**src/rtl/hi_trace_ctrl_if.sv**
```systemverilog
// -----------------------------------------------------------------------------
// hi_trace_ctrl_if
//
// Purpose:
//   Bundles the control and status signals of the HF trace capture sequencer.
//   The sequencer (hi_trace_ctrl) connects through the master modport. The
//   firmware/readout side and the trace buffer connect through the slave
//   modport.
//
// Signals:
//   adc_d         8       ADC sample, unsigned
//   arm           1       capture request level; a rising edge starts a capture
//   abort         1       synchronous abort, level
//   threshold     8       trigger level, unsigned
//   pre_count     ADDR_W  minimum samples written before a trigger is accepted
//   post_count    ADDR_W  samples written after the trigger sample
//   trace_enable  1       write enable to the trace buffer
//   sample_strobe 1       one-cycle pulse per sample period
//   wr_addr       ADDR_W  current buffer write address
//   trig_addr     ADDR_W  address of the trigger sample
//   start_addr    ADDR_W  oldest valid sample address (valid when done=1)
//   state         2       00 IDLE, 01 PRE, 10 ARMED, 11 POST
//   done          1       capture complete, buffer frozen
// -----------------------------------------------------------------------------
interface hi_trace_ctrl_if #(
  parameter int ADDR_W = 12
);
  logic [7:0]        adc_d;
  logic              arm;
  logic              abort;
  logic [7:0]        threshold;
  logic [ADDR_W-1:0] pre_count;
  logic [ADDR_W-1:0] post_count;

  logic              trace_enable;
  logic              sample_strobe;
  logic [ADDR_W-1:0] wr_addr;
  logic [ADDR_W-1:0] trig_addr;
  logic [ADDR_W-1:0] start_addr;
  logic [1:0]        state;
  logic              done;

  // Sequencer side
  modport master (
    input  adc_d, arm, abort, threshold, pre_count, post_count,
    output trace_enable, sample_strobe, wr_addr, trig_addr, start_addr,
           state, done
  );

  // Firmware / trace buffer side
  modport slave (
    output adc_d, arm, abort, threshold, pre_count, post_count,
    input  trace_enable, sample_strobe, wr_addr, trig_addr, start_addr,
           state, done
  );
endinterface

```
**src/rtl/hi_trace_ctrl.sv**
```systemverilog
// -----------------------------------------------------------------------------
// hi_trace_ctrl
//
// Purpose:
//   Capture sequencer for the HF trace ring buffer (DEPTH x u8, one sample per
//   SAMPLE_DIV ck_1356megb cycles). It generates the sample strobe, drives the
//   buffer write enable and write address, and runs the capture sequence:
//   arm -> minimum pre-trigger fill -> ADC amplitude trigger -> post-trigger
//   sample count -> freeze. On completion it reports the trigger address and
//   the oldest valid sample address so readout starts at the right sample.
//
// Ports:
//   ck_1356megb  in   sole clock; all state changes on the falling edge
//   rst_n        in   synchronous reset, active-low
//   bus          --   hi_trace_ctrl_if.master (see the interface for signals)
//
// Build option:
//   TRACE_CTRL_EDGE_TRIG_EN
//     defined   : trigger needs a rising crossing (previous written sample
//                 below threshold, current sample at/above threshold). The
//                 previous-sample register is loaded with 8'hFF on arm so the
//                 first sample of a capture can never trigger.
//     undefined : level trigger (adc_d >= threshold).
// -----------------------------------------------------------------------------
module hi_trace_ctrl #(
  parameter int DEPTH      = 3072,
  parameter int ADDR_W     = 12,
  parameter int SAMPLE_DIV = 8
) (
  input logic            ck_1356megb,
  input logic            rst_n,
  hi_trace_ctrl_if.master bus
);

  localparam int DIV_W  = $clog2(SAMPLE_DIV);
  // One extra bit so the fill counter can hold DEPTH itself.
  localparam int FILL_W = ADDR_W + 1;

  localparam logic [DIV_W-1:0]  DIV_LAST  = DIV_W'(SAMPLE_DIV - 1);
  localparam logic [ADDR_W-1:0] ADDR_LAST = ADDR_W'(DEPTH - 1);
  localparam logic [FILL_W-1:0] FILL_FULL = FILL_W'(DEPTH);

  typedef enum logic [1:0] {
    ST_IDLE  = 2'b00,
    ST_PRE   = 2'b01,
    ST_ARMED = 2'b10,
    ST_POST  = 2'b11
  } state_t;

  // ---------------------------------------------------------------------------
  // Registers
  // ---------------------------------------------------------------------------
  state_t            state_reg;
  logic [DIV_W-1:0]  div_reg;
  logic              arm_q_reg;
  logic              trace_enable_reg;
  logic              done_reg;
  logic [ADDR_W-1:0] wr_addr_reg;
  logic [ADDR_W-1:0] arm_addr_reg;
  logic [ADDR_W-1:0] trig_addr_reg;
  logic [ADDR_W-1:0] start_addr_reg;
  logic [ADDR_W-1:0] post_cnt_reg;
  logic [FILL_W-1:0] fill_reg;
`ifdef TRACE_CTRL_EDGE_TRIG_EN
  logic [7:0]        prev_sample_reg;
`endif

  // ---------------------------------------------------------------------------
  // Combinational helpers
  // ---------------------------------------------------------------------------
  logic              strobe;
  logic              write_now;
  logic              arm_rise;
  logic              trig_hit;
  logic              pre_met;
  logic [ADDR_W-1:0] addr_next;
  logic [FILL_W-1:0] fill_next;
  logic [ADDR_W-1:0] pre_target;
  logic [ADDR_W-1:0] post_load;
  logic [ADDR_W-1:0] start_on_done;

  always_comb begin
    strobe    = (div_reg == DIV_LAST);
    // The buffer writes at the current (pre-increment) address on this strobe.
    write_now = strobe & trace_enable_reg;
    arm_rise  = bus.arm & ~arm_q_reg;

    addr_next = (wr_addr_reg == ADDR_LAST) ? '0 : wr_addr_reg + 1'b1;
    fill_next = (fill_reg == FILL_FULL) ? fill_reg : fill_reg + 1'b1;

    // A pre-fill of DEPTH samples could never be reached together with a
    // trigger sample, so the requirement is capped at DEPTH-1.
    pre_target = (bus.pre_count > ADDR_LAST) ? ADDR_LAST : bus.pre_count;
    pre_met    = (fill_reg >= {1'b0, pre_target});

    // Capping the post count keeps the trigger sample from being overwritten.
    post_load  = (bus.post_count > ADDR_LAST) ? ADDR_LAST : bus.post_count;

`ifdef TRACE_CTRL_EDGE_TRIG_EN
    trig_hit = (prev_sample_reg < bus.threshold) && (bus.adc_d >= bus.threshold);
`else
    trig_hit = (bus.adc_d >= bus.threshold);
`endif

    // Completion always coincides with the final write, so the oldest valid
    // sample is evaluated against the post-write address and fill level: once
    // the ring has wrapped, the next slot to be written is the oldest sample.
    start_on_done = (fill_next == FILL_FULL) ? addr_next : arm_addr_reg;
  end

  // ---------------------------------------------------------------------------
  // Divider, addressing and capture state machine
  // ---------------------------------------------------------------------------
  always_ff @(negedge ck_1356megb) begin
    if (!rst_n) begin
      state_reg        <= ST_IDLE;
      div_reg          <= '0;
      arm_q_reg        <= 1'b0;
      trace_enable_reg <= 1'b0;
      done_reg         <= 1'b0;
      wr_addr_reg      <= '0;
      arm_addr_reg     <= '0;
      trig_addr_reg    <= '0;
      start_addr_reg   <= '0;
      post_cnt_reg     <= '0;
      fill_reg         <= '0;
`ifdef TRACE_CTRL_EDGE_TRIG_EN
      prev_sample_reg  <= '0;
`endif
    end else begin
      // Free-running sample divider, independent of capture state.
      div_reg   <= strobe ? '0 : div_reg + 1'b1;
      arm_q_reg <= bus.arm;

      if (bus.abort) begin
        // Abort wins over trigger and arm; addresses are left untouched.
        state_reg        <= ST_IDLE;
        trace_enable_reg <= 1'b0;
        done_reg         <= 1'b0;
      end else begin
        if (write_now) begin
          wr_addr_reg     <= addr_next;
          fill_reg        <= fill_next;
`ifdef TRACE_CTRL_EDGE_TRIG_EN
          prev_sample_reg <= bus.adc_d;
`endif
        end

        unique case (state_reg)
          ST_IDLE: begin
            // trace_enable is low here, so no write competes with this load.
            if (arm_rise) begin
              state_reg        <= ST_PRE;
              trace_enable_reg <= 1'b1;
              done_reg         <= 1'b0;
              fill_reg         <= '0;
              arm_addr_reg     <= wr_addr_reg;
`ifdef TRACE_CTRL_EDGE_TRIG_EN
              prev_sample_reg  <= 8'hFF;
`endif
            end
          end

          ST_PRE: begin
            if (pre_met) begin
              state_reg <= ST_ARMED;
            end
          end

          ST_ARMED: begin
            if (write_now && trig_hit) begin
              trig_addr_reg <= wr_addr_reg;
              if (post_load == '0) begin
                // Trigger sample is the last one written.
                state_reg        <= ST_IDLE;
                trace_enable_reg <= 1'b0;
                done_reg         <= 1'b1;
                start_addr_reg   <= start_on_done;
              end else begin
                state_reg    <= ST_POST;
                post_cnt_reg <= post_load;
              end
            end
          end

          ST_POST: begin
            // post_cnt_reg counts the writes still owed, including this one.
            if (write_now) begin
              if (post_cnt_reg == ADDR_W'(1)) begin
                state_reg        <= ST_IDLE;
                trace_enable_reg <= 1'b0;
                done_reg         <= 1'b1;
                start_addr_reg   <= start_on_done;
                post_cnt_reg     <= '0;
              end else begin
                post_cnt_reg <= post_cnt_reg - 1'b1;
              end
            end
          end

          default: begin
            state_reg <= ST_IDLE;
          end
        endcase
      end
    end
  end

  // ---------------------------------------------------------------------------
  // Outputs
  // ---------------------------------------------------------------------------
  assign bus.sample_strobe = strobe;
  assign bus.trace_enable  = trace_enable_reg;
  assign bus.wr_addr       = wr_addr_reg;
  assign bus.trig_addr     = trig_addr_reg;
  assign bus.start_addr    = start_addr_reg;
  assign bus.state         = state_reg;
  assign bus.done          = done_reg;

endmodule
```
**src/flat_wrapper.sv**
```systemverilog
// flat-port wrapper written by rule: the top's interface ports become plain ports
module hi_trace_ctrl_flat 
#(
  parameter int DEPTH      = 3072,
  parameter int ADDR_W     = 12,
  parameter int SAMPLE_DIV = 8
)
  (ck_1356megb, rst_n, bus_adc_d, bus_arm, bus_abort, bus_threshold, bus_pre_count, bus_post_count, bus_trace_enable, bus_sample_strobe, bus_wr_addr, bus_trig_addr, bus_start_addr, bus_state, bus_done);
  hi_trace_ctrl_if #(.ADDR_W(ADDR_W)) bus_i ();
  input logic ck_1356megb;
  input logic rst_n;
  input wire logic [$bits(bus_i.adc_d)-1:0] bus_adc_d;
  input wire logic [$bits(bus_i.arm)-1:0] bus_arm;
  input wire logic [$bits(bus_i.abort)-1:0] bus_abort;
  input wire logic [$bits(bus_i.threshold)-1:0] bus_threshold;
  input wire logic [$bits(bus_i.pre_count)-1:0] bus_pre_count;
  input wire logic [$bits(bus_i.post_count)-1:0] bus_post_count;
  output wire logic [$bits(bus_i.trace_enable)-1:0] bus_trace_enable;
  output wire logic [$bits(bus_i.sample_strobe)-1:0] bus_sample_strobe;
  output wire logic [$bits(bus_i.wr_addr)-1:0] bus_wr_addr;
  output wire logic [$bits(bus_i.trig_addr)-1:0] bus_trig_addr;
  output wire logic [$bits(bus_i.start_addr)-1:0] bus_start_addr;
  output wire logic [$bits(bus_i.state)-1:0] bus_state;
  output wire logic [$bits(bus_i.done)-1:0] bus_done;
  assign bus_i.adc_d = bus_adc_d;
  assign bus_i.arm = bus_arm;
  assign bus_i.abort = bus_abort;
  assign bus_i.threshold = bus_threshold;
  assign bus_i.pre_count = bus_pre_count;
  assign bus_i.post_count = bus_post_count;
  assign bus_trace_enable = bus_i.trace_enable;
  assign bus_sample_strobe = bus_i.sample_strobe;
  assign bus_wr_addr = bus_i.wr_addr;
  assign bus_trig_addr = bus_i.trig_addr;
  assign bus_start_addr = bus_i.start_addr;
  assign bus_state = bus_i.state;
  assign bus_done = bus_i.done;
  hi_trace_ctrl #(.DEPTH(DEPTH), .ADDR_W(ADDR_W), .SAMPLE_DIV(SAMPLE_DIV)) u_core (.ck_1356megb(ck_1356megb), .rst_n(rst_n), .bus(bus_i));
endmodule
```
**config.mk**
```make
export PLATFORM = sky130hd
export DESIGN_NAME = hi_trace_ctrl_flat
export DESIGN_NICKNAME = d
export VERILOG_FILES = /design/src/rtl/hi_trace_ctrl_if.sv /design/src/rtl/hi_trace_ctrl.sv /design/src/flat_wrapper.sv
export SDC_FILE = /design/constraint.sdc
export NUM_CORES = 1
export LEC_CHECK = 0
export ABC_CLOCK_PERIOD_IN_PS = 3600
export CORE_MARGIN = 2
export CORE_UTILIZATION = 49
export CTS_BUF_LIST = sky130_fd_sc_hd__clkbuf_16
export DETAILED_ROUTE_END_ITERATION = 8
export GPL_ROUTABILITY_DRIVEN = 0
export GPL_TIMING_DRIVEN = 0
export PLACE_DENSITY = 0.76
export SYNTH_ARGS = -nofsm -noshare
export SYNTH_HDL_FRONTEND = slang
export SYNTH_SLANG_ARGS = --single-unit
```
**constraint.sdc**
```tcl
create_clock -name ck_1356megb -period 3.6 [get_ports ck_1356megb]
set_input_delay 0.36 -clock ck_1356megb [delete_from_list [all_inputs] [get_ports ck_1356megb]]
set_output_delay 0.36 -clock ck_1356megb [all_outputs]
set_load 0.02 [all_outputs]
```
**Word-level counts from Yosys, hierarchy flattened**

Cells that the tools add are included.

- Flip-flop bits (word level): 81
- Input bits: 44
- Output and inout bits: 41
- Logic and storage cells: 90

- Add/subtract/negate cells: 4
- Magnitude comparators: 4
- Equal/unequal tests: 15
- Multiplexer cells: 37
- Bitwise logic cells: 5
- Reduce and logical (&&, ||, !) cells: 14

Operator list:

| kind | number |
|---|---|
| $mux W12 | 12 |
| $mux W13 | 4 |
| $pmux W12 S2 | 2 |
| $eq A13 B12 Y1 const B | 2 |
| $gt A12 B12 Y1 const B | 2 |
| $add A13 B1 Y13 const B | 1 |
| $ge A13 B12 Y1 | 1 |
| $add A12 B1 Y12 const B | 1 |
| $eq A12 B1 Y1 const B | 1 |
| $eq A12 B12 Y1 const B | 1 |
| $logic_not A12 Y1 | 1 |
| $mux W2 | 6 |
| $ne A2 B1 Y1 const B | 6 |
| $reduce_and A6 Y1 | 2 |
| $sub A12 B1 Y12 const B | 1 |
| $mux W1 | 10 |
| $reduce_and A5 Y1 | 2 |
| $ge A8 B8 Y1 | 1 |
| $pmux W2 S4 | 1 |
| $pmux W1 S3 | 2 |
| $reduce_and A3 Y1 | 2 |
| $eq A2 B2 Y1 const B | 2 |
| $reduce_or A2 Y1 | 2 |
| $add A3 B1 Y3 const B | 1 |
| other kinds (10) | 13 |

**Longest topological paths before layout**

Gate-level depths: netlist of the first run.

- Word-level depth: 7
- Mapped depth: 11
- Depth with buffers taken out: 10

==> results of run 1 <==
## timing repair
item | in CTS | in global routing
setup endpoints to repair | 68 | 51
gates cloned | 3 | 2
setup buffers | 16 | 4
gates resized for setup | 121 | 55
pin swaps | 35 | 35
## critical path, cell delays in order
cell	delay [ps]
sky130_fd_sc_hd__buf_6	90
sky130_fd_sc_hd__and2_4	170
sky130_fd_sc_hd__or2_4	240
sky130_fd_sc_hd__ha_4	250
sky130_fd_sc_hd__nand2b_4	120
sky130_fd_sc_hd__a31oi_4	70
sky130_fd_sc_hd__o21ai_2	150
sky130_fd_sc_hd__a221oi_2	90
sky130_fd_sc_hd__o21ai_2	210
sky130_fd_sc_hd__a31oi_1	110
sky130_fd_sc_hd__a311oi_1	290
## metrics by stage
stage | setup TNS [ps] | cell area, µm² | utilization [%] | std cells
4_1_cts | -733 | 6770 | 73.3 | 925
6_report | -83.4 | 6900 | 74.6 | 927
3_3_place_gp | -48660 | 5770 | 62.5 | 812
3_5_place_dp | -51660 | 5770 | 62.5 | 812
5_1_grt | -872 | 6900 | 74.6 | 927
2_1_floorplan | -2100 | 4780 | - | 600
## cells by family (layout without fill, tap and decap cells)
| group | after synthesis | after routing | share of synthesized area [%] |
|---|---|---|---|
| adders and majority gates | 27 | 27 | 7.21 |
| muxes | 28 | 28 | 6.01 |
| DFF | 81 | 81 | 34.6 |
| xor gates and xnor gates | 15 | 15 | 2.81 |
| and+or+nand+nor | 239 | 239 | 25.0 |
| AOI/OAI and AO/OA | 153 | 153 | 19.0 |
| buffers and inverters | 57 | 255 | 5.32 |
## area by class of cell
type,instances,area (µm²),share of cell area [%]
multi-input cells,462,3210,46.6
repair buffers,106,1050,15.3
flip-flops and latches,81,1620,23.5
well taps,129,161,2.34
clock inverters,87,354,5.14
inverters,19,83.8,1.22
plain buffers,34,184,2.67
clock buffers,9,225,3.27
## where the power goes
| group | leakage, nW | internal (mW) | switching [mW] | total [mW] |
|---|---|---|---|---|
| logic | 1.83 | 0.113 | 0.130 | 0.244 |
| registers | 0.653 | 0.909 | 0.00411 | 0.913 |
| clock network | 0.570 | 0.595 | 0.659 | 1.25 |
| total | 3.06 | 1.62 | 0.794 | 2.41 |
## how the worst max path moves through the flow
stage / from / end / slack, ps
after global placement: bus_pre_count[11] / u_core.bus.state[0]$_SDFFE_NP0P_ / -1050
final: bus_pre_count[11] / u_core.bus.state[0]$_SDFFE_NP0P_ / -50
after floorplan: bus_pre_count[11] / u_core.bus.state[0]$_SDFFE_NP0P_ / -310
after detailed placement: bus_pre_count[11] / u_core.bus.state[0]$_SDFFE_NP0P_ / -1100
after CTS: bus_pre_count[10] / u_core.bus.state[0]$_SDFFE_NP0P_ / -80
after global routing: bus_adc_d[0] / u_core.bus.trig_addr[0]$_SDFFE_NN0P_ / -80
## synthesized netlist by cell type (all sizes together), types with 6 or more instances
library cell | n | area share (%)
inv | 20 | 1.6
nand3 | 14 | 1.5
nand4 | 11 | 1.7
ha | 27 | 7.2
o21ai | 53 | 5.7
nor4 | 8 | 1.5
dfxtp | 81 | 35
nand2b | 10 | 1.3
a21oi | 53 | 5.7
nor3 | 14 | 1.5
o31ai | 6 | 0.96
xor2 | 11 | 2.1
mux2i | 27 | 5.8
a31oi | 6 | 0.80
nand2 | 86 | 6.9
clkbuf | 30 | 2.4
buf | 6 | 1.0
nor2 | 61 | 4.9
## metal layers
metal | routed length, µm | up-vias
li1 | - | 2519
met1 | 5750 | 2493
met2 | 7650 | 267
met3 | 1240 | 44
met4 | 376 | 0
met5 | 0 | -
==> reports/metrics.yaml, run 1 <==
chipHeight_um: 102
asyncSetResetFlopFracSynth_pct: 0
syn_inst: 600
largest_register_ff_count: 13
max_capacitance_violation_count: 0
setup-violations-final: 2
numCtsBuffers: 9
synth_warnings: 0
timing.setup.critical_path_class: "input port to flip-flop"
number_of_nets_in_the_synthesized_netlist: 671
fp-row-count: 35
route.detailed.drc: 0
register_to_register_setup_slack_ps: 570
min_path_type: "flip-flop to flip-flop"
cts-root-buf: "sky130_fd_sc_hd__clkbuf_16"
timing.clock.skew_ps: 22.5
worst_ir_drop_vdd_v: 0.000259
place_worst_setup_slack_ps: -1100
critPathCaptureType: "flip-flop"
final_slew_viol_count: 0
arrival_ps: 2150
worst_skew_pair_latency_ps: 410
maximum_number_of_pins_on_one_net_before_global_route_repair: 15
drt_pass1_iterations: 6
total_congestion_overflow: 0
gr_met2_demand_resource_pct: 49.1
timing.slew.headroom_pct: 34.5
die_x_um: 102
gr-usage-all-layers_pct: 28.6
antenna_cell_count: 0
route.final.wire_length_um: 15000
io_buffers: 83
wire_per_inst_um: 16.2
place.detailed.hpwl_um: 9510
worst-r2r-cell-count: 10
depth_of_the_worst_hold_timing_path: 1
r2r_end: "u_core.bus.start_addr[11]$_SDFFE_NN0P_"
worst_setup_hold_path_clk_slew_ps: 50
number_of_enable_flip_flop_cells_after_synthesis: 0
min-delay-start: "u_core.div_reg[0]$_SDFF_NP0_"
final_common_cell: "sky130_fd_sc_hd__inv_1"
synth_sequential_area_ratio_pct: 34.6
commonest_cells_after_routing_fill_and_taps_aside: "sky130_fd_sc_hd__inv_1 (91), sky130_fd_sc_hd__dfxtp_1 (81), sky130_fd_sc_hd__nand2_1 (76)"
status: "complete, but fails checks"
global_route.usage.met1_pct: 31.1
cts.htree.levels: 3
crit_fanout: 4
drt-vias-per-instance: 5.74
failing_checks: "negative setup slack"
tritoncts_clock_tree: "done"
initial_core_util_pct: 50.7
clock_sinks: 81
powerDensity_nw_per_um2: 350
startpoint_type: "input port"
cts_hold_buf: 0
tightestPinTransition_ps: 974
first_iter_violations: 320
top_flip_flop_cell_by_instance_count_after_synthesis: "sky130_fd_sc_hd__dfxtp_1"
nFillCells: 691
drtAntennaViolNets: 0
vias: 5323
vias_in_the_first_global_route: 5367
synth_seq_cells: 81
areaGrowthSynthToFinish_pct: 47.2
fin_hold_ws_ps: 434
cts_buffer_depth: 2
fp.coreArea_um2: 9240
fraction_of_final_layout_cells_sized_beyond_drive_strength_1_pct: 16.4
power.static_leakage_nw: 3.06
global_route.usage.met3_pct: 9.66
power.total_mw: 2.41
syn_area_um2: 4680
worst_r2r_startpoint: "u_core.fill_reg[0]$_SDFFE_NN0N_"
timing.final.hold_violations: 0
io-pin-count: 85
post_synth.cell_area_avg_um2: 7.81
post-route-worst-setup-slack_ps: -46.0
grt_antenna_before_repair: 0
die-area_um2: 10400
grt_first_pass_wirelength_um: 23600
grt_busiest_layer: "met2"
worstPathRequired_ps: 2110
synth_cell_type_count: 63
fin_nets: 865
setup_repair_after_global_routing_missed_its_margin: "yes"
min_to: "u_core.div_reg[0]$_SDFF_NP0_"
(Power assumes the default switching activity.)
==> inputs of run 2 (changes only) <==
--- a/config.mk
+++ b/config.mk
@@ -12,7 +12,7 @@
 export DETAILED_ROUTE_END_ITERATION = 8
 export GPL_ROUTABILITY_DRIVEN = 0
 export GPL_TIMING_DRIVEN = 0
-export PLACE_DENSITY = 0.76
+export PLACE_DENSITY = 0.82
 export SYNTH_ARGS = -nofsm -noshare
 export SYNTH_HDL_FRONTEND = slang
 export SYNTH_SLANG_ARGS = --single-unit
==> run 2 against run 1 <==
  * The flow still finishes with violations (negative setup slack)
  * Final cell count decreased by 0.32%
  * Clock skew increased by 7.9 ps
  * Flip-flop and latch count unchanged
  * Count of clock-buffer cells in the layout unchanged
  * Design area increased by 0.64%
  * Critical path type unchanged
  * Largest cell class unchanged
==> reports/metrics.yaml, run 2 (synthesized netlist as in run 1, its figures left out) <==
grt_antenna_before_repair: 0  # unchanged
antenna_cell_count: 0  # unchanged
startpoint_type: "input port"
fp.coreArea_um2: 9240  # unchanged
vias_in_the_first_global_route: 5372  # +0.093%
drtAntennaViolNets: 0  # unchanged
worst_skew_pair_latency_ps: 410  # about the same
first_iter_violations: 422  # +32%
route.detailed.drc: 0  # unchanged
areaGrowthSynthToFinish_pct: 48.2
vias: 5412  # +1.7%
initial_core_util_pct: 50.7  # unchanged
ff_latch_area_um2: 1620  # unchanged
crit_fanout: 5  # +1
io_buffers: 83  # unchanged
setup-violations-final: 1  # -1
status: "complete, but fails checks"
final_common_cell: "sky130_fd_sc_hd__inv_1"
setup_repair_after_global_routing_missed_its_margin: "yes"
cts_buffer_depth: 2  # unchanged
multi_input_comb_area_um2: 3240  # +0.82%
min_path_type: "flip-flop to flip-flop"
arrival_ps: 2150  # about the same
tightestPinTransition_ps: 867  # -106 ps
io-pin-count: 85  # unchanged
place_worst_setup_slack_ps: -1070  # +25.9 ps
timing.final.hold_violations: 0  # unchanged
post-route-worst-setup-slack_ps: -86.7  # -40.7 ps
worst_setup_hold_path_clk_slew_ps: 30  # -20 ps
placement_cell_area_um2: 5770  # unchanged
cpMaxStageDelayCell: "sky130_fd_sc_hd__a221oi_2"
fp-row-count: 35  # unchanged
largest_register_ff_count: 13  # unchanged
worstPathRequired_ps: 2060  # -50 ps
max_capacitance_violation_count: 0  # unchanged
tritoncts_clock_tree: "done"
timing.clock.skew_ps: 30.4  # +7.92 ps
wire_per_inst_um: 16.9  # +4.2%
fin_nets: 862  # -0.35%
numCtsBuffers: 9  # unchanged
gr-usage-all-layers_pct: 29.3  # +0.66 points
die_x_um: 102  # unchanged
total_congestion_overflow: 0  # unchanged
critical-path-max-stage-delay_ps: 320  # +30 ps
cts.htree.levels: 3  # unchanged
drt_pass1_iterations: 5  # -1
power.static_leakage_nw: 3.08  # +0.77%
path_common_cell: "sky130_fd_sc_hd__buf_6"
die-area_um2: 10400  # unchanged
final_cell_area_um2: 6940  # +0.64%
powerDensity_nw_per_um2: 348  # -0.51%
failing_checks: "negative setup slack"
commonest_cells_after_routing_fill_and_taps_aside: "sky130_fd_sc_hd__inv_1 (92), sky130_fd_sc_hd__nand2_1 (83), sky130_fd_sc_hd__dfxtp_1 (81)"
timing.setup.critical_path_class: "input port to flip-flop"
final_slew_viol_count: 0  # unchanged
route.final.wire_length_um: 15600  # +3.8%
cts-root-buf: "sky130_fd_sc_hd__clkbuf_16"
chipHeight_um: 102  # unchanged
fin_hold_ws_ps: 440  # +5.72 ps
grt_first_pass_wirelength_um: 24100  # +2.1%
critPathCaptureType: "flip-flop"
crit_path_cells: "buf_6, and2_4, buf_6, buf_6, nor2_4, ha_4, a21oi_2, o21ai_2, a221oi_2, o21ai_2, a31oi_1, a311oi_1"
drt-vias-per-instance: 5.86  # +2.0%
place.detailed.hpwl_um: 9480  # -0.33%
fin_util_pct: 75.1  # +0.47 points
fraction_of_final_layout_cells_sized_beyond_drive_strength_1_pct: 16.7  # +0.31 points
power.total_mw: 2.41  # +0.12%
clock_sinks: 81  # unchanged
nFillCells: 643  # -6.9%
timing.slew.headroom_pct: 41.6  # +7.2 points
worst_ir_drop_vdd_v: 0.000275  # +6.2%
maximum_number_of_pins_on_one_net_before_global_route_repair: 15  # unchanged
[run 2: worst max-delay path: cells and delay by family]
kind | cells | cell delay (ps)
AND/OR/NAND/NOR | 2 | 300
AO/OA/AOI/OAI | 6 | 950
adder cells (fa/ha/maj) | 1 | 210
buffers and inverters | 3 | 330
[run 2: metrics by stage]
step           TNS [ps]  std cells
3_5_place_dp     -51340        812
6_report          -86.7        924
5_1_grt            -948        924
2_1_floorplan     -2100        600
4_1_cts            -366        924
3_3_place_gp     -47800        812
[run 2: final timing paths]
kind              slack, ps                            start                                     end  depth (start not counted)
hold reg to reg         440     u_core.div_reg[0]$_SDFF_NP0_            u_core.div_reg[0]$_SDFF_NP0_                          1
setup reg to reg        540  u_core.fill_reg[1]$_SDFFE_NN0N_  u_core.bus.start_addr[10]$_SDFFE_NN0P_                         10
setup / recovery        -90                bus_pre_count[10]        u_core.bus.state[0]$_SDFFE_NP0P_                         12
hold / removal          440     u_core.div_reg[0]$_SDFF_NP0_            u_core.div_reg[0]$_SDFF_NP0_                          1
[run 2: routing by layer]
| metal | global-route usage [%] | vias up | wire, µm | part of all wire [%] |
|---|---|---|---|---|
| met5 | 0 | - | 0 | 0 |
| met2 | 49.9 | 343 | 7820 | 50 |
| met1 | 31.8 | 2494 | 5780 | 37 |
| met4 | 15.1 | 0 | 496 | 3.2 |
| li1 | - | 2508 | - | - |
| met3 | 10.8 | 67 | 1490 | 9.6 |
[run 2: what timing repair did]
item	in CTS	in global routing
pin swaps	45	43
setup endpoints to repair	69	50
setup buffers	15	2
gates resized for setup	107	79
hold endpoints to repair	0	0
cloned	3	0
hold buffers	0	0
[run 2: power by group]
part	total [mW]	internal (mW)	switching (mW)
Clock	1.25	0.595	0.659
Combinational	0.247	0.115	0.132
Sequential	0.914	0.909	0.00463
Total	2.41	1.62	0.795
[run 2: cell type report]
class                      instances  area share [%]
buffer                            34            2.83
clock buffer                       9            3.25
clock inverter                    87            5.14
inverter                          19            1.21
multi-input combinational        462            46.7
sequential                        81            23.4
tap                              129            2.33
timing repair buffer             103            15.2
==> inputs of run 3 (changes only) <==
--- a/config.mk
+++ b/config.mk
@@ -12,6 +12,7 @@
 export DETAILED_ROUTE_END_ITERATION = 8
 export GPL_ROUTABILITY_DRIVEN = 0
 export GPL_TIMING_DRIVEN = 0
+export MAX_ROUTING_LAYER = met4
 export PLACE_DENSITY = 0.82
 export SYNTH_ARGS = -nofsm -noshare
 export SYNTH_HDL_FRONTEND = slang
==> run 3 against run 2 <==
  * The flow still finishes with violations (negative setup slack)
  * Clock power barely moved
  * Sequential share of layout area did not move
  * Flip-flop and latch count did not move
  * First-iteration DRC count fell by 7.3%
  * Core utilization did not move
  * Worst setup slack got worse by 17 ps
  * Register-to-register slack barely moved
  * Clock skew barely moved
  * Critical path type unchanged
  * Total power barely moved
==> reports/metrics.yaml, run 3 (synthesized netlist as in run 1, its figures left out) <==
status: "complete, but fails checks"
failing_checks: "negative setup slack"
timing.slew.headroom_pct: 38.3  # -3.3 points
vias_in_the_first_global_route: 5388  # +0.30%
die-area_um2: 10400  # unchanged
power.share.clock_pct: 51.9  # about the same
critical-path-max-stage-delay_ps: 310  # about the same
first_iter_violations: 391  # -7.3%
io-pin-count: 85  # unchanged
cts_hold_buf: 0  # unchanged
arrival_ps: 2170  # +20 ps
powerDensity_nw_per_um2: 348  # about the same
max_capacitance_violation_count: 0  # unchanged
place.detailed.hpwl_um: 9480  # unchanged
route.detailed.drc: 0  # unchanged
cts-root-buf: "sky130_fd_sc_hd__clkbuf_16"
numCtsBuffers: 9  # unchanged
power.combinational.fraction_pct: 10.2  # about the same
fin_nets: 862  # unchanged
multi_input_comb_area_um2: 3240  # unchanged
clock_sinks: 81  # unchanged
timing.clock.skew_ps: 30.5  # +0.0684 ps
drt_pass1_iterations: 6  # +1
setup-violations-final: 1  # unchanged
crit_path_cells: "buf_6, and2_4, buf_6, buf_6, nor2_4, ha_4, a21oi_2, o21ai_2, a221oi_2, o21ai_2, a31oi_1, a311oi_1"
grt_antenna_before_repair: 0  # unchanged
timing.final.hold_violations: 0  # unchanged
tritoncts_clock_tree: "done"
setup_tns_ps: -104  # -16.8 ps
startpoint_type: "input port"
path_common_cell: "sky130_fd_sc_hd__buf_6"
total_congestion_overflow: 0  # unchanged
gr-usage-all-layers_pct: 30.1  # +0.86 points
final_slew_viol_count: 0  # unchanged
tightestPinTransition_ps: 916  # +49.0 ps
areaGrowthSynthToFinish_pct: 48.2  # unchanged
worst_skew_pair_latency_ps: 410  # about the same
crit_fanout: 5  # unchanged
initial_core_util_pct: 50.7  # unchanged
commonest_cells_after_routing_fill_and_taps_aside: "sky130_fd_sc_hd__inv_1 (92), sky130_fd_sc_hd__nand2_1 (83), sky130_fd_sc_hd__dfxtp_1 (81)"
post-route-worst-setup-slack_ps: -104  # -16.8 ps
antenna_cell_count: 0  # unchanged
cp.buffers_inverters: 3  # unchanged
io_buffers: 83  # unchanged
nFillCells: 643  # unchanged
power.static_leakage_nw: 3.08  # unchanged
die_x_um: 102  # unchanged
min_path_type: "flip-flop to flip-flop"
net-switching-power_mw: 0.797  # +0.28%
setup_repair_after_global_routing_missed_its_margin: "yes"
worstPathRequired_ps: 2060  # about the same
fp-row-count: 35  # unchanged
vias: 5468  # +1.0%
timing.setup.critical_path_class: "input port to flip-flop"
cts.htree.levels: 3  # unchanged
fraction_of_final_layout_cells_sized_beyond_drive_strength_1_pct: 16.7  # unchanged
drtAntennaViolNets: 0  # unchanged
fin_cells: 924  # unchanged
largest_register_ff_count: 13  # unchanged
ff_latch_area_um2: 1620  # unchanged
route.final.wire_length_um: 15700  # +0.96%
chipHeight_um: 102  # unchanged
power.total_mw: 2.42  # about the same
grt_first_pass_wirelength_um: 24000  # -0.15%
critPathCaptureType: "flip-flop"
p_int_mw: 1.62  # about the same
maximum_number_of_pins_on_one_net_before_global_route_repair: 15  # unchanged
cpMaxStageDelayCell: "sky130_fd_sc_hd__a221oi_2"
sequential_power_share_pct: 37.8  # about the same
drt-vias-per-instance: 5.92  # +1.0%
final_common_cell: "sky130_fd_sc_hd__inv_1"
power_switching_share_pct: 33.0  # +0.063 points
final_cell_area_um2: 6940  # unchanged
cts_buffer_depth: 2  # unchanged
wire_per_inst_um: 17.0  # +0.96%
fp.coreArea_um2: 9240  # unchanged
worst_setup_hold_path_clk_slew_ps: 30  # about the same
worst_path_dominant_cell_family: "compound AO/OA/AOI/OAI gates"
worst_ir_drop_vdd_v: 0.000277  # +0.87%
place.detailed.instances: 812  # unchanged
fin_util_pct: 75.1  # unchanged
placement_cell_area_um2: 5770  # unchanged
## run 3: cell counts in the layout (fill, tap and decap cells not counted)
No cell type changed its count.
## run 3: area by class of cell
class                      instances  area share [%]
clock inverter                    87            5.14
multi-input combinational        462            46.7
buffer                            34            2.83
clock buffer                       9            3.25
timing repair buffer             103            15.2
inverter                          19            1.21
sequential                        81            23.4
tap                              129            2.33
## run 3: what timing repair did
| item | in CTS | in global routing |
|---|---|---|
| endpoints found under the setup margin | 69 | 50 |
| resized for setup | 107 | 79 |
| buffers inserted | 15 | 2 |
| pin swaps | 45 | 43 |
| gates cloned | 3 | 0 |
## run 3: final timing paths
kind,from,endpoint,slack [ps],depth (start not counted)
worst max-delay path,bus_pre_count[10],u_core.bus.state[0]$_SDFFE_NP0P_,-100,12
worst max register to register,u_core.fill_reg[1]$_SDFFE_NN0N_,u_core.bus.start_addr[10]$_SDFFE_NN0P_,530,10
worst min register to register,u_core.div_reg[0]$_SDFF_NP0_,u_core.div_reg[0]$_SDFF_NP0_,440,1
worst min-delay path,u_core.div_reg[0]$_SDFF_NP0_,u_core.div_reg[0]$_SDFF_NP0_,440,1
## run 3: layer usage
layer	track usage, %	part of all wire (%)	up-vias
met5	-	0	-
met4	15.2	3.2	0
met3	10.0	9.9	81
met2	49.9	50	358
met1	32.1	37	2523
li1	-	-	2506
## run 3: per-stage QoR
| stage | hold WS, ps | worst slack (ps) |
|---|---|---|
| CTS | 438 | -93.9 |
| global route | 440 | -143 |
| floorplan | 404 | -307 |
| global placement | 414 | -1040 |
| detailed placement | 432 | -1070 |
| finish | 439 | -104 |
## run 3: power groups by stage
stage / logic [mW] / registers (mW) / clock network, mW
finish: 0.247 / 0.914 / 1.26
global placement: 0.182 / 0.925 / 0.138
global route: 0.264 / 0.912 / 1.38
detailed placement: 0.189 / 0.926 / 0.138
floorplan: 0.101 / 0.927 / 0.138
CTS: 0.226 / 0.913 / 1.26
